`config.mk`:
```
export PLATFORM = sky130hd
export DESIGN_NAME = nrisc_ula_seq
export DESIGN_NICKNAME = d
export VERILOG_FILES = /design/src/rtl/nrisc_ula_seq_pkg.sv /design/src/rtl/nrisc_ula_muldiv.sv /design/src/rtl/nrisc_ula_seq.sv
export SDC_FILE = /design/constraint.sdc
export NUM_CORES = 1
export LEC_CHECK = 0
export BUFFER_PORTS_ARGS = -buffer_cell sky130_fd_sc_hd__buf_2
export CORE_MARGIN = 2
export CORE_UTILIZATION = 25
export CTS_CLUSTER_DIAMETER = 50
export CTS_CLUSTER_SIZE = 28
export DETAILED_ROUTE_END_ITERATION = 10
export PLACE_DENSITY = 0.44
export SYNTH_ARGS = -nofsm -noshare
export SYNTH_HDL_FRONTEND = slang
export SYNTH_SLANG_ARGS = --single-unit
```
`constraint.sdc`:
```
create_clock -name clk -period 6.9 [get_ports clk]
set_clock_uncertainty 0.2 [all_clocks]
set_input_delay 0 -clock clk [delete_from_list [all_inputs] [get_ports clk]]
set_output_delay 0 -clock clk [all_outputs]
set_load 0.02 [all_outputs]
```
`src/rtl/nrisc_ula_seq_pkg.sv`:
```
// Shared constants for the registered NRISC ALU: opcodes, FSM states, flag bit indices.
package nrisc_ula_seq_pkg;

  localparam logic [3:0] ULA_ADD  = 4'd0;
  localparam logic [3:0] ULA_SUB  = 4'd1;
  localparam logic [3:0] ULA_AND  = 4'd2;
  localparam logic [3:0] ULA_NAND = 4'd3;
  localparam logic [3:0] ULA_OR   = 4'd4;
  localparam logic [3:0] ULA_XOR  = 4'd5;
  localparam logic [3:0] ULA_SHR  = 4'd6;
  localparam logic [3:0] ULA_ROTR = 4'd7;
  localparam logic [3:0] ULA_SAR  = 4'd8;
  localparam logic [3:0] ULA_SHL  = 4'd9;
  localparam logic [3:0] ULA_ROTL = 4'd10;
  localparam logic [3:0] ULA_MULL = 4'd11;
  localparam logic [3:0] ULA_MULH = 4'd12;
  localparam logic [3:0] ULA_DIVU = 4'd13;
  localparam logic [3:0] ULA_REMU = 4'd14;
  localparam logic [3:0] ULA_RSVD = 4'd15;

  typedef enum logic [1:0] {
    ST_IDLE = 2'd0,
    ST_BUSY = 2'd1,
    ST_DONE = 2'd2
  } ula_state_t;

  localparam int FLAG_MINUS = 2;
  localparam int FLAG_ZERO  = 1;
  localparam int FLAG_CARRY = 0;

  // True for the opcodes served by the iterative multiply/divide engine.
  function automatic logic is_muldiv(input logic [3:0] op);
    return (op == ULA_MULL) || (op == ULA_MULH) || (op == ULA_DIVU) || (op == ULA_REMU);
  endfunction

  // Minus flag applies only to the signed-meaningful results.
  function automatic logic minus_op(input logic [3:0] op);
    return (op == ULA_ADD) || (op == ULA_SUB) || (op == ULA_SAR) || (op == ULA_MULL);
  endfunction

endpackage

```
`src/rtl/nrisc_ula_muldiv.sv`:
```
// Iterative unsigned multiply / divide engine, one result bit per clock.
// hi/lo form a double-width shift register: {acc, multiplier} for mul,
// {remainder, dividend->quotient} for div. Results are offered from the
// next-state values so the owner can register them on the final step edge.
module nrisc_ula_muldiv
  import nrisc_ula_seq_pkg::*;
#(
  parameter int TAM = 32
) (
  input  logic           clk,
  input  logic           rst,
  input  logic           start,
  input  logic [3:0]     op,
  input  logic [TAM-1:0] a,
  input  logic [TAM-1:0] b,
  output logic           last,
  output logic [3:0]     op_q,
  output logic [TAM-1:0] res,
  output logic           carry
);

  localparam int CW = $clog2(TAM + 1);

  logic [TAM-1:0] hi, lo, b_q;
  logic [TAM-1:0] hi_n, lo_n;
  logic [CW-1:0]  cnt;
  logic [TAM:0]   sum;
  logic [TAM:0]   rem_sh;

  // One shift-add (mul) or restoring shift-subtract (div) step.
  always_comb begin
    hi_n   = hi;
    lo_n   = lo;
    sum    = '0;
    rem_sh = '0;
    if (op_q == ULA_MULL || op_q == ULA_MULH) begin
      sum  = {1'b0, hi} + (lo[0] ? {1'b0, b_q} : '0);
      hi_n = sum[TAM:1];
      lo_n = {sum[0], lo[TAM-1:1]};
    end else begin
      rem_sh = {hi, lo[TAM-1]};
      lo_n   = {lo[TAM-2:0], 1'b0};
      if (rem_sh >= {1'b0, b_q}) begin
        // true difference is below 2^TAM, so the truncated subtract is exact
        hi_n    = rem_sh[TAM-1:0] - b_q;
        lo_n[0] = 1'b1;
      end else begin
        hi_n = rem_sh[TAM-1:0];
      end
    end
  end

  // Result selection; divide by zero falls out of the restoring loop as
  // quotient all ones and remainder equal to the dividend.
  always_comb begin
    res   = '0;
    carry = 1'b0;
    case (op_q)
      ULA_MULL: res = lo_n;
      ULA_MULH: begin
        res   = hi_n;
        carry = (hi_n != '0);
      end
      ULA_DIVU: begin
        res   = lo_n;
        carry = (b_q == '0);
      end
      ULA_REMU: begin
        res   = hi_n;
        carry = (b_q == '0);
      end
      default: ;
    endcase
  end

  assign last = (cnt == CW'(1));

  // Operand latch on start, then TAM iteration steps.
  always_ff @(posedge clk) begin
    if (rst) begin
      hi   <= '0;
      lo   <= '0;
      b_q  <= '0;
      op_q <= '0;
      cnt  <= '0;
    end else if (start) begin
      hi   <= '0;
      lo   <= a;
      b_q  <= b;
      op_q <= op;
      cnt  <= CW'(TAM);
    end else if (cnt != '0) begin
      hi  <= hi_n;
      lo  <= lo_n;
      cnt <= cnt - 1'b1;
    end
  end

endmodule

```
`src/rtl/nrisc_ula_seq.sv`:
```
// Registered NRISC ALU with valid/ready handshakes on both sides.
// Define NRISC_ULA_MULDIV_EN to build the multi-cycle mul/div/rem engine;
// otherwise opcodes 11-14 behave as reserved single-cycle ops.
module nrisc_ula_seq
  import nrisc_ula_seq_pkg::*;
#(
  parameter int TAM = 32
) (
  input  logic           clk,
  input  logic           rst,
  input  logic           ULA_in_valid,
  output logic           ULA_in_ready,
  input  logic [TAM-1:0] ULA_A,
  input  logic [TAM-1:0] ULA_B,
  input  logic [3:0]     ULA_ctrl,
  output logic           ULA_out_valid,
  input  logic           ULA_out_ready,
  output logic [TAM-1:0] ULA_OUT,
  output logic [2:0]     ULA_flags
);

  localparam int SHW = $clog2(TAM);

  ula_state_t     state, state_n;
  logic           accept;
  logic           load_sc;
  logic [TAM-1:0] sc_res;
  logic           sc_c;
  logic [SHW-1:0] sh, sh_m1;
  logic [SHW:0]   inv_sh;
  logic           r_out, l_out;

`ifdef NRISC_ULA_MULDIV_EN
  logic           md_start, md_last, md_carry, load_md;
  logic [3:0]     md_op;
  logic [TAM-1:0] md_res;

  nrisc_ula_muldiv #(.TAM(TAM)) u_muldiv (
    .clk   (clk),
    .rst   (rst),
    .start (md_start),
    .op    (ULA_ctrl),
    .a     (ULA_A),
    .b     (ULA_B),
    .last  (md_last),
    .op_q  (md_op),
    .res   (md_res),
    .carry (md_carry)
  );

  assign ULA_in_ready = (state == ST_IDLE) || ((state == ST_DONE) && ULA_out_ready);
`else
  assign ULA_in_ready = (state == ST_IDLE) || ULA_out_ready;
`endif

  assign accept        = ULA_in_valid && ULA_in_ready;
  assign ULA_out_valid = (state == ST_DONE);

  // Single-cycle datapath: logic, add/sub and width-generic shifts/rotates.
  always_comb begin
    sh     = ULA_B[SHW-1:0];
    sh_m1  = sh - 1'b1;
    inv_sh = (SHW+1)'(TAM) - {1'b0, sh};
    // bit that leaves last: A[sh-1] for right moves, A[TAM-sh] for left moves
    r_out  = (sh != '0) && (|(ULA_A & (TAM'(1) << sh_m1)));
    l_out  = (sh != '0) && (|(ULA_A & (TAM'(1) << inv_sh)));
    sc_res = '0;
    sc_c   = 1'b0;
    case (ULA_ctrl)
      ULA_ADD:  {sc_c, sc_res} = {1'b0, ULA_A} + {1'b0, ULA_B};
      ULA_SUB: begin
        sc_res = ULA_A - ULA_B;
        sc_c   = (ULA_A >= ULA_B);
      end
      ULA_AND:  sc_res = ULA_A & ULA_B;
      ULA_NAND: sc_res = ~(ULA_A & ULA_B);
      ULA_OR:   sc_res = ULA_A | ULA_B;
      ULA_XOR:  sc_res = ULA_A ^ ULA_B;
      ULA_SHR: begin
        sc_res = ULA_A >> sh;
        sc_c   = r_out;
      end
      ULA_ROTR: begin
        sc_res = (ULA_A >> sh) | (ULA_A << inv_sh);
        sc_c   = r_out;
      end
      ULA_SAR: begin
        sc_res = TAM'($signed(ULA_A) >>> sh);
        sc_c   = r_out;
      end
      ULA_SHL: begin
        sc_res = ULA_A << sh;
        sc_c   = l_out;
      end
      ULA_ROTL: begin
        sc_res = (ULA_A << sh) | (ULA_A >> inv_sh);
        sc_c   = l_out;
      end
      default: ;
    endcase
  end

  // Next-state and issue decode; a new command may be dispatched from IDLE or
  // from DONE in the same cycle the pending result is taken.
  always_comb begin
    state_n = state;
    load_sc = 1'b0;
`ifdef NRISC_ULA_MULDIV_EN
    md_start = 1'b0;
    load_md  = 1'b0;
`endif
    case (state)
      ST_IDLE: ;
      ST_BUSY: begin
`ifdef NRISC_ULA_MULDIV_EN
        if (md_last) begin
          load_md = 1'b1;
          state_n = ST_DONE;
        end
`else
        state_n = ST_IDLE;
`endif
      end
      ST_DONE: if (ULA_out_ready) state_n = ST_IDLE;
      default: state_n = ST_IDLE;
    endcase
    if (accept) begin
`ifdef NRISC_ULA_MULDIV_EN
      if (is_muldiv(ULA_ctrl)) begin
        md_start = 1'b1;
        state_n  = ST_BUSY;
      end else begin
        load_sc = 1'b1;
        state_n = ST_DONE;
      end
`else
      load_sc = 1'b1;
      state_n = ST_DONE;
`endif
    end
  end

  // State register.
  always_ff @(posedge clk) begin
    if (rst) state <= ST_IDLE;
    else     state <= state_n;
  end

  // Result and flag registers, held while DONE waits for the consumer.
  always_ff @(posedge clk) begin
    if (rst) begin
      ULA_OUT   <= '0;
      ULA_flags <= 3'b010;
    end else if (load_sc) begin
      ULA_OUT               <= sc_res;
      ULA_flags[FLAG_MINUS] <= minus_op(ULA_ctrl) && sc_res[TAM-1];
      ULA_flags[FLAG_ZERO]  <= (sc_res == '0);
      ULA_flags[FLAG_CARRY] <= sc_c;
    end
`ifdef NRISC_ULA_MULDIV_EN
    else if (load_md) begin
      ULA_OUT               <= md_res;
      ULA_flags[FLAG_MINUS] <= minus_op(md_op) && md_res[TAM-1];
      ULA_flags[FLAG_ZERO]  <= (md_res == '0);
      ULA_flags[FLAG_CARRY] <= md_carry;
    end
`endif
  end

endmodule

```
==> summary.txt <==
TIMING
--------------------------------------------------------------------------------
Worst slew margin relative to its limit ...........................        2.30%
Total negative slack for setup checks .............................         0 ns
Setup repair after global routing missed its margin ...............        false
Max-slew violation count ..........................................            0
Final setup violation count .......................................            0
Final worst path period need ......................................      5.55 ns
Number of hold violations in the final report .....................            0
Hold WS ...........................................................    0.0232 ns
Final critical-path share of the clock period .....................        80.4%
Least-Margin Pin Slew .............................................      1.47 ns
FMAX ..............................................................      180 MHz

FLOORPLAN
--------------------------------------------------------------------------------
Total core area ...................................................    67300 um2
DIE AREA ..........................................................    70200 um2
Initial cell density of the core ..................................        25.3%
Vertical die dimension ............................................       265 um
Io pins ...........................................................          109
Core Rows .........................................................           95
Width of the die ..................................................       265 um

RUN STATUS
--------------------------------------------------------------------------------
Run status ........................................................ finished, final reports clean

CLOCKING
--------------------------------------------------------------------------------
Deepest clock path buffer count ...................................            2
TritonCTS buffer count ............................................            5
Number of gates given a new drive strength after cts ..............            0
Clock Latency Late Sink ...........................................      0.29 ns
Buffer cell driving the clock tree root ...........................    clkbuf_16
CTS tree ..........................................................          yes
CTS clk-pin slew, worst paths .....................................      0.05 ns
Total number of clock tree sinks ..................................           36
H-tree levels .....................................................            2

PLACED DESIGN
--------------------------------------------------------------------------------
Buffers on Ports ..................................................          108
Detailed-placement wirelength estimate ............................    103000 um
Placer congestion estimate ........................................         1.04
Total cell area at the placement stage ............................    18500 um2

LOGIC SYNTHESIS
--------------------------------------------------------------------------------
Post-synth EDFFs ..................................................            0
Total nets after synthesis ........................................         2550
Most frequently used cell type in the post-synthesis netlist ......       nor2_1
Mapped Area .......................................................    17000 um2
Largest cells by area after synthesis ............................. mux4_2 12%, ha_1 7.9%, mux2i_1 6.9%
Post-synthesis cell type with the largest combined area ...........       mux4_2
Cell count after synthesis ........................................         2369
Largest family of logic cells by synthesized area ................. compound AO/OA/AOI/OAI gates
Post-Syn Area per Cell ............................................     7.19 um2
Multiplexer area fraction after synthesis .........................        23.3%
Sequential element share of the synthesized area ..................        4.23%
Async set-or-reset flop fraction in the synthesized netlist .......           0%
Share of the synthesized netlist area taken by xor and xnor gates .        1.49%
Post-synthesis cell type count ....................................           98
Share of the synthesized area in compound gates (AO/OA/AOI/OAI) ...        31.6%
Count of warnings emitted by yosys ................................            0
Leading cell types by count after synthesis ....................... 288 x nor2_1, 164 x nand2_1, 163 x a21oi_1
Simple logic cell fraction of the synthesized area ................        22.4%
Area fraction of the dominant cell type after synthesis ...........        11.8%
Adder-cell share of the synthesized area ..........................        8.10%
Top_reg_cell synth ................................................      dfxtp_1
FF+latch count, synth .............................................           36

DETAILED ROUTING
--------------------------------------------------------------------------------
WL per Instance ...................................................      41.3 um
Total routed wirelength ...........................................    133000 um
Average vias per placed instance ..................................         6.83
Detailed-route DRC error count ....................................            0
Count of nets left with antenna violations after detail routing ...            0
First-pass iteration count of the detailed router .................            6
Initial DRC count .................................................         2823
Total via count after detailed routing ............................        22000

GLOBAL ROUTING
--------------------------------------------------------------------------------
Via count of the first global-routing pass ........................        20500
Total routing usage reported by global routing ....................        36.5%
Antenna violations before repair ..................................           11
Global-route wire length before repair ............................    180000 um
Pin count of the biggest net entering global routing ..............          130
Residual overflow from global routing .............................            0

CELLS AND AREA
--------------------------------------------------------------------------------
Layout Nets .......................................................         2522
Area Overhead vs Synth ............................................        9.46%
Filler cells ......................................................         7460
Fin util ..........................................................        27.7%
Share of layout cells above drive strength 1 ......................        17.8%
Final non-filler cell area ........................................    18600 um2

CRITICAL PATH
--------------------------------------------------------------------------------
Critical path's slowest cell ......................................      nor4b_1
Cells along the critical path ..................................... buf_6, inv_2, ha_1, and2_1, ha_1, clkinv_1, buf_4, o211ai_2, a2111oi_0, buf_4, a2111oi_0, nand4_1, nor4b_1, nand4bb_1, nor4_1, nand4_1, nor3_2, a41o_1
Worst-path fanout max .............................................           42
Critical path capture point type ..................................     register
Worst Path Class, Setup ........................................... input port to register
Slowest cell delay on critical path ...............................      0.79 ns
Worst reg2reg path startpoint .....................................     state[1]
R2R cell count ....................................................           12
Type of element launching the critical path .......................   input port
Req. time, crit path ..............................................      6.93 ns
Register-to-Register Setup Slack ..................................      3.21 ns
Destination of the worst register-to-register timing path ......... ULA_flags[1]
WP data arrival ...................................................      5.58 ns

POWER
--------------------------------------------------------------------------------
Total Power .......................................................      2.42 mW
Total power divided by cell area ..................................   130 nW/um2
Leakage power of the design .......................................      7.20 nW
Worst ir drop on vdd ..............................................    0.0968 mV

WORST HOLD PATH
--------------------------------------------------------------------------------
Worst Hold Depth ..................................................            2
Path type of the worst min-delay path ............................. input port to register
Worst hold start ..................................................          rst
Endpoint of the worst hold-timing path ............................ ULA_flags[2]

RUN
--------------------------------------------------------------------------------
Max Cap Viol ......................................................            0

==> metal layers <==
metal | track usage (%) | vias up | part of all wire [%]
li1 | - | 9015 | -
met1 | 48.4 | 11000 | 41
met2 | 55.9 | 1537 | 43
met3 | 6.68 | 362 | 9.1
met4 | 20.4 | 10 | 6.6
met5 | 0 | - | 0.050
==> registers in the layout, summed over array words and instances (netlist names) <==
signal     cells
ULA_OUT       32
state          1
ULA_flags      3
==> where the power goes <==
part	internal (mW)	switching (mW)
logic	0.583	1.33
clock network	0.170	0.0947
registers	0.227	0.0107
total	0.981	1.43
==> cell families (layout without fill, tap and decap cells) <==
logic type,Yosys count,after routing
buffers and inverters,353,326
xor gates and xnor gates,29,29
and+or+nand+nor,796,796
AOI/OAI and AO/OA,770,770
DFF,36,36
other,0,2
adders and majority gates,109,109
muxes,276,276
==> layout by cell type (no fill, tap or decap), types with 23 or more instances in the layout <==
cell type and count:
buf_2 105, nand3_1 57, a221oi_1 23, inv_1 105, dfxtp_1 36, mux4_2 89, a22oi_1 24, nor3_1 77
mux2i_1 117, a21oi_1 163, o211ai_1 45, a31oi_1 28, a211oi_1 57, buf_4 95, nor2_1 286, o22ai_1 48
nand2b_1 30, mux2_2 68, nand2_1 163, o21ai_0 112, ha_1 106, nand4_1 30, nor2b_1 23
==> repair_timing <==
item	in CTS	in global routing
hold buffers	2	0
setup buffers	0	0
hold endpoints to repair	1	0
==> worst max-delay path: cells and delay by family <==
family / cells / cell delay, ns
AO/OA/AOI/OAI: 4 / 1.05
adder cells (fa/ha/maj): 2 / 0.71
buffers and inverters: 5 / 1.32
AND/OR/NAND/NOR: 7 / 2.46
==> metrics by stage <==
stage / setup WS (ns) / cells
floorplan: 1.90 / 2369
global placement: 1.27 / 3205
detailed placement: 1.24 / 3205
CTS: 1.50 / 3215
global route: 1.05 / 3215
finish: 1.35 / 3217
==> area by class of cell <==
| class | instances | area (um2) | area share (%) |
|---|---|---|---|
| well taps | 873 | 1090 | 5.86 |
| diodes | 2 | 5.00 | 0.0268 |
| clock buffers | 5 | 125 | 0.671 |
| clock inverters | 3 | 42.5 | 0.228 |
| multi-input cells | 1980 | 14900 | 79.9 |
| inverters | 111 | 417 | 2.23 |
| flip-flops and latches | 36 | 721 | 3.87 |
| repair buffers | 207 | 1340 | 7.19 |
==> worst max path at each step <==
stage | depth (start not counted) | slack [ns] | from | endpoint
2_1_floorplan | 18 | 1.90 | ULA_B[0] | ULA_flags[1]
3_3_place_gp | 13 | 1.27 | ULA_B[0] | ULA_flags[1]
3_5_place_dp | 18 | 1.24 | ULA_B[0] | ULA_flags[1]
4_1_cts | 18 | 1.50 | ULA_B[0] | ULA_flags[1]
5_1_grt | 18 | 1.05 | ULA_B[0] | ULA_flags[1]
6_report | 18 | 1.35 | ULA_B[0] | ULA_flags[1]
(Power assumes the default switching activity.)
